**src/rtl/kalman_seq_pkg.sv**
```systemverilog
// Shared types and sizing helpers for the Kalman filter sample sequencer.
// State encoding is fixed so it can be probed directly in waveforms.
package kalman_seq_pkg;

    localparam int DATA_W_DEF  = 8;
    localparam int TIMEOUT_DEF = 255;

    typedef enum logic [1:0] {
        IDLE  = 2'd0,
        ISSUE = 2'd1,
        WAIT  = 2'd2,
        GAP   = 2'd3
    } seq_state_e;

    // The counter must be able to hold TIMEOUT-1.
    function automatic int to_cnt_w(input int timeout);
        return $clog2(timeout + 1);
    endfunction

    localparam int TO_CNT_W_DEF = to_cnt_w(TIMEOUT_DEF);

endpackage

```
**src/rtl/sync_fifo_bypassless.sv**
```systemverilog
// Single-clock FIFO with registered pointers and count and no write-to-read bypass.
// The head entry is visible on o_rdata whenever o_empty is low.
module sync_fifo_bypassless #(
    parameter  int DATA_W = 8,
    parameter  int DEPTH  = 16,
    localparam int PTR_W  = $clog2(DEPTH)
) (
    input  logic              clk,
    input  logic              rst,
    input  logic              i_push,
    input  logic [DATA_W-1:0] i_wdata,
    input  logic              i_pop,
    output logic [DATA_W-1:0] o_rdata,
    output logic              o_full,
    output logic              o_empty,
    output logic [PTR_W:0]    o_count
);

    logic [DATA_W-1:0] r_mem [DEPTH];
    logic [PTR_W-1:0]  r_wr_ptr;
    logic [PTR_W-1:0]  r_rd_ptr;
    logic [PTR_W:0]    r_count;
    logic              w_do_push;
    logic              w_do_pop;

    assign o_full    = (r_count == (PTR_W+1)'(DEPTH));
    assign o_empty   = (r_count == '0);
    assign o_count   = r_count;
    assign o_rdata   = r_mem[r_rd_ptr];
    assign w_do_push = i_push && !o_full;
    assign w_do_pop  = i_pop && !o_empty;

    // NOTE: storage is deliberately not reset; entries are only read after being written.
    always_ff @(posedge clk) begin
        if (w_do_push) r_mem[r_wr_ptr] <= i_wdata;
    end

    always_ff @(posedge clk) begin
        if (rst) begin
            r_wr_ptr <= '0;
            r_rd_ptr <= '0;
            r_count  <= '0;
        end else begin
            if (w_do_push) r_wr_ptr <= r_wr_ptr + PTR_W'(1);
            if (w_do_pop)  r_rd_ptr <= r_rd_ptr + PTR_W'(1);
            if (w_do_push && !w_do_pop)      r_count <= r_count + (PTR_W+1)'(1);
            else if (!w_do_push && w_do_pop) r_count <= r_count - (PTR_W+1)'(1);
        end
    end

endmodule

```
**src/rtl/kalman_sample_sequencer.sv**
```systemverilog
// Buffers raw samples and issues them one at a time to the Kalman filter,
// returning each filtered estimate as a one-cycle result beat.
module kalman_sample_sequencer
    import kalman_seq_pkg::*;
#(
    parameter int DATA_W     = DATA_W_DEF,
    parameter int FIFO_DEPTH = 16,
    parameter int TIMEOUT    = TIMEOUT_DEF
) (
    input  logic              clk,
    input  logic              rst,
    input  logic              sample_in_valid,
    input  logic [DATA_W-1:0] sample_in,
    output logic              sample_in_ready,
    output logic              kf_valid,
    output logic [DATA_W-1:0] kf_measurement,
    input  logic              kf_ready,
    input  logic [DATA_W-1:0] kf_filtered_out,
    output logic              result_valid,
    output logic [DATA_W-1:0] result_data,
    output logic              busy,
    output logic              overflow_err,
    output logic              timeout_err,
    input  logic              err_clr
);

    localparam int CNT_W = $clog2(FIFO_DEPTH) + 1;
    localparam int TO_W  = to_cnt_w(TIMEOUT);

    seq_state_e        r_state;
    logic              r_kf_valid;
    logic [DATA_W-1:0] r_kf_meas;
    logic              r_res_valid;
    logic [DATA_W-1:0] r_res_data;
    logic [TO_W-1:0]   r_to_cnt;
    logic              r_kf_ready_q;
    logic              r_busy;
    logic              r_ovf_err;
    logic              r_to_err;

    logic [DATA_W-1:0] w_head;
    logic              w_full;
    logic              w_empty;
    logic [CNT_W-1:0]  w_count;
    logic [CNT_W-1:0]  w_count_next;
    logic              w_push;
    logic              w_pop;
    logic              w_rdy_edge;
    logic              w_to_hit;
    logic              w_to_evt;
    logic              w_ovf_evt;
    logic              w_busy_next;

    sync_fifo_bypassless #(
        .DATA_W (DATA_W),
        .DEPTH  (FIFO_DEPTH)
    ) u_fifo (
        .clk     (clk),
        .rst     (rst),
        .i_push  (w_push),
        .i_wdata (sample_in),
        .i_pop   (w_pop),
        .o_rdata (w_head),
        .o_full  (w_full),
        .o_empty (w_empty),
        .o_count (w_count)
    );

    // Only a fresh rising ready counts, so a level left high from the last sample is ignored.
    assign w_rdy_edge = kf_ready && !r_kf_ready_q;
    assign w_push     = sample_in_valid && !w_full;
    assign w_ovf_evt  = sample_in_valid && w_full;
    assign w_pop      = (r_state == IDLE) && !w_empty;
    assign w_to_hit   = (r_to_cnt == TO_W'(TIMEOUT - 1));
    assign w_to_evt   = (r_state == WAIT) && !w_rdy_edge && w_to_hit;

    always_comb begin
        w_count_next = w_count;
        if (w_push && !w_pop)      w_count_next = w_count + CNT_W'(1);
        else if (!w_push && w_pop) w_count_next = w_count - CNT_W'(1);
    end

    // busy is registered, so it is derived from where the FSM and FIFO land next cycle.
    assign w_busy_next = !((r_state == GAP) || ((r_state == IDLE) && w_empty))
                         || (w_count_next != '0);

    always_ff @(posedge clk) begin
        if (rst) begin
            r_state      <= IDLE;
            r_kf_valid   <= 1'b0;
            r_kf_meas    <= '0;
            r_res_valid  <= 1'b0;
            r_res_data   <= '0;
            r_to_cnt     <= '0;
            r_kf_ready_q <= 1'b0;
            r_busy       <= 1'b0;
        end else begin
            r_kf_ready_q <= kf_ready;
            r_busy       <= w_busy_next;
            case (r_state)
                IDLE: begin
                    if (!w_empty) begin
                        r_kf_meas  <= w_head;
                        r_kf_valid <= 1'b1;
                        r_state    <= ISSUE;
                    end
                end
                ISSUE: begin
                    r_kf_valid <= 1'b0;
                    r_to_cnt   <= '0;
                    r_state    <= WAIT;
                end
                WAIT: begin
                    if (w_rdy_edge) begin
                        r_res_data  <= kf_filtered_out;
                        r_res_valid <= 1'b1;
                        r_state     <= GAP;
                    end else if (w_to_hit) begin
                        r_state <= GAP;
                    end else begin
                        r_to_cnt <= r_to_cnt + TO_W'(1);
                    end
                end
                GAP: begin
                    r_res_valid <= 1'b0;
                    r_state     <= IDLE;
                end
                default: r_state <= IDLE;
            endcase
        end
    end

    // A new error event outranks a simultaneous clear.
    always_ff @(posedge clk) begin
        if (rst) begin
            r_ovf_err <= 1'b0;
            r_to_err  <= 1'b0;
        end else begin
            r_ovf_err <= w_ovf_evt || (r_ovf_err && !err_clr);
            r_to_err  <= w_to_evt  || (r_to_err  && !err_clr);
        end
    end

    assign sample_in_ready = !w_full;
    assign kf_valid        = r_kf_valid;
    assign kf_measurement  = r_kf_meas;
    assign result_valid    = r_res_valid;
    assign result_data     = r_res_data;
    assign busy            = r_busy;
    assign overflow_err    = r_ovf_err;
    assign timeout_err     = r_to_err;

endmodule

```
**config.mk**
```make
export PLATFORM = sky130hd
export DESIGN_NAME = kalman_sample_sequencer
export DESIGN_NICKNAME = d
export VERILOG_FILES = /design/src/rtl/kalman_seq_pkg.sv /design/src/rtl/sync_fifo_bypassless.sv /design/src/rtl/kalman_sample_sequencer.sv
export SDC_FILE = /design/constraint.sdc
export NUM_CORES = 1
export LEC_CHECK = 0
export ABC_CLOCK_PERIOD_IN_PS = 2510
export CAP_MARGIN = 40
export CORE_MARGIN = 2
export CORE_UTILIZATION = 34
export DETAILED_ROUTE_END_ITERATION = 10
export GPL_ROUTABILITY_DRIVEN = 1
export HOLD_SLACK_MARGIN = 0.1
export MAX_ROUTING_LAYER = met4
export SLEW_MARGIN = 10
export SYNTH_ARGS = -nofsm -noshare
export SYNTH_HDL_FRONTEND = slang
export SYNTH_SLANG_ARGS = --single-unit
```
**constraint.sdc**
```tcl
create_clock -name clk -period 2.51 [get_ports clk]
set_input_delay 0.502 -clock clk [delete_from_list [all_inputs] [get_ports clk]]
set_output_delay 0.502 -clock clk [all_outputs]
set_load 0.01 [all_outputs]
```
==> results.yml <==
place:
  hpwl_mm: 9.50
  post-place-ws_ns: 0.154
  globalplace.congestion: 0.826
  numPortBuffers: 42
critical_path:
  start_kind: "flip-flop"
  critPathMaxFanout: 7
  critPathCaptureType: "flip-flop"
  required_ns: 2.82
  arrival_ns: 2.65
  r2r_setup_slack_ns: 0.17
  critPathKind: "reg2reg"
routing:
  routed_wl_mm: 14.6
  drc: 0
  first_iter_violations: 231
  drt_pass1_iterations: 5
  wl_per_cell_um: 18.3
  antenna_left: 0
  vias_per_cell: 5.04
  vias: 4030
floorplanning:
  die_area_um2: 22100
  row_count: 52
  io_pins: 43
  fp.dieW_um: 149
  coreArea_um2: 20400
  fp.dieH_um: 149
  start_util_pct: 34.9
logic_synthesis:
  muxShareOfSynthArea_pct: 13.9
  synth_xor_area_share_pct: 1.36
  synth_top_family_by_area: "multiplexers"
  synth_nets: 489
  synth.top_cell.area_share_pct: 54.1
  synth_compound_area_share_pct: 5.00
  synth-async-reset-ratio_pct: 0
  synth_top_area_cell: "edfxtp_1"
  yosysUniqueCellTypes: 50
  synth_edf_count: 128
  ys_ff_latch: 173
  synth_warnings: 0
  syn_avg_cell_area_um2: 15.7
  yosys.area_share.simple_pct: 7.94
  seq_area_frac_synth_pct: 66.8
  synth_fa_ha_area_share_pct: 2.64
  synth_ff_type: "edfxtp_1"
  synthTopCellsByArea: "edfxtp_1 (54%), dfxtp_1 (13%), mux4_2 (10%)"
  netlist_area_um2: 7100
  syn-instance-count: 453
sta:
  fmax_mhz: 428
  fin_ws_ns: 0.174
  fin_worst_skew_ns: 0.0101
  drv_slew: 0
  rsz0062_at_grt: "false"
  max_slew_margin_pct: 38.8
  finalHoldViolCount: 0
  tightest_slew_ns: 0.914
  setup_tns_ns: 0
  finalCriticalPeriod_ns: 2.34
  setup_viol: 0
  fin_crit_sh_pct: 93.1
finish:
  multi_input_area_um2: 2200
  nets: 553
  final-seq-area_um2: 4750
  diodes: 0
  layout_common_cells: "edfxtp_1 (128), dfxtp_1 (42), clkdlybuf4s50_1 (42), nor2_1 (37), mux4_2 (32)"
  area_growth_pct: 20.5
  final_common_cell: "edfxtp_1"
  drive_gt1_share_pct: 19.4
  fillerInstances: 1809
clock_network:
  cts-root-buf: "clkbuf_16"
  clk_path_buf_depth: 2
  cts_setup_buffers: 0
  clk_pin_slew_ns: 0.07
  hold_buffers: 0
  cts_buffers: 17
  clkLatencyLatePin_ns: 0.43
  cts.sinks: 173
  cts_tree: "built"
  cts-resized-gates: 0
  ctsHtreeMaxLevel: 4
status:
  status: "finished clean"
global_routing:
  top_usage_layer: "met2"
  grt-ovfl-total: 0
  globalRouteMet2Util_pct: 23.9
  antenna_found_initial: 0
  grt_pass1_vias: 4256
  grt_usage_pct: 14.4
  grt.met3_usage_pct: 3.50
  grt_pass1_wl_mm: 23.0
  use_met1_pct: 17.3
  grt_max_degree: 36
pwr:
  power_density_nw_per_um2: 929
  irDropWorstVdd_uv: 481
  p_leak_nw: 2.88
hold_path:
  hold_class: "reg2reg"
flow_run:
  maxCapViolCount: 0
-- power breakdown --
part	total, mW	switching [mW]	internal [mW]	leakage, nW
combinational	1.92	0.974	0.947	1.08
sequential	3.47	0.189	3.28	1.52
clock	2.56	1.16	1.40	0.276
-- metal layers --
| metal | wire (um) | vias to the layer above |
|---|---|---|
| li1 | - | 1883 |
| met1 | 6180 | 2033 |
| met2 | 7490 | 104 |
| met3 | 869 | 10 |
| met4 | 105 | 0 |
| met5 | 0 | - |
-- critical path, stage by stage, from the launching register on --
cell and delay (ns):
dfxtp_2 0.36, inv_1 0.09, ha_2 0.27, nand4bb_4 0.16, and2_1 0.21, ha_2 0.19, or4b_2 0.60, a21oi_1 0.18
xnor2_1 0.13, nor2_1 0.05
-- kinds of logic after synthesis --
group,count (synthesis)
DFF,173
xor gates and xnor gates,11
AOI/OAI and AO/OA,48
adders and majority gates,15
and+or+nand+nor,109
buffers and inverters,38
muxes,59
-- flip-flops by register name, indices dropped and copies added, names as in the netlist, 2 cells and up --
name             cells
result_data          8
u_fifo.o_count       5
r_state              2
u_fifo.r_rd_ptr      4
u_fifo.r_mem       128
r_to_cnt             8
u_fifo.r_wr_ptr      4
kf_measurement       8
-- final cells by class --
type	count	area share, %
Timing Repair Buffer	72	7.69
Sequential cell	173	55.5
Multi-Input combinational cell	242	25.7
Tap cell	270	3.95
Clock buffer	17	4.97
Clock inverter	15	1.75
Inverter	11	0.482
-- metrics by stage --
stage	hold WS [ns]	instance area, um^2	util (%)	instances	power (mW)
after global routing	0.489	8560	42.0	800	8.37
final	0.471	8560	42.0	800	7.96
after global placement	0.460	7990	39.2	768	5.40
after detailed placement	0.466	7990	39.2	768	5.47
after floorplan	0.442	7110	-	453	4.80
after CTS	0.475	8560	42.0	800	8.05
-- synth_stat cells, drive strengths merged (6+ instances only) --
cell type and number:
nor2 37, dfxtp 45, xor2 8, ha 15, buf 15, nand3 21, edfxtp 128, nand2b 8
nand2 13, a21oi 15, mux2i 27, inv 11, a211oi 6, o221ai 8, mux4 32, clkbuf 12
-- path summary, 6_finish.rpt --
check / start / end / cells past startpoint
max: u_fifo.o_count[0] / u_fifo.o_count[4] / 9
min: r_to_cnt[5] / r_to_cnt[5] / 2
max reg2reg: u_fifo.o_count[0] / u_fifo.o_count[4] / 9
min reg2reg: r_to_cnt[5] / r_to_cnt[5] / 2
Power figures use the tool's default switching activity.
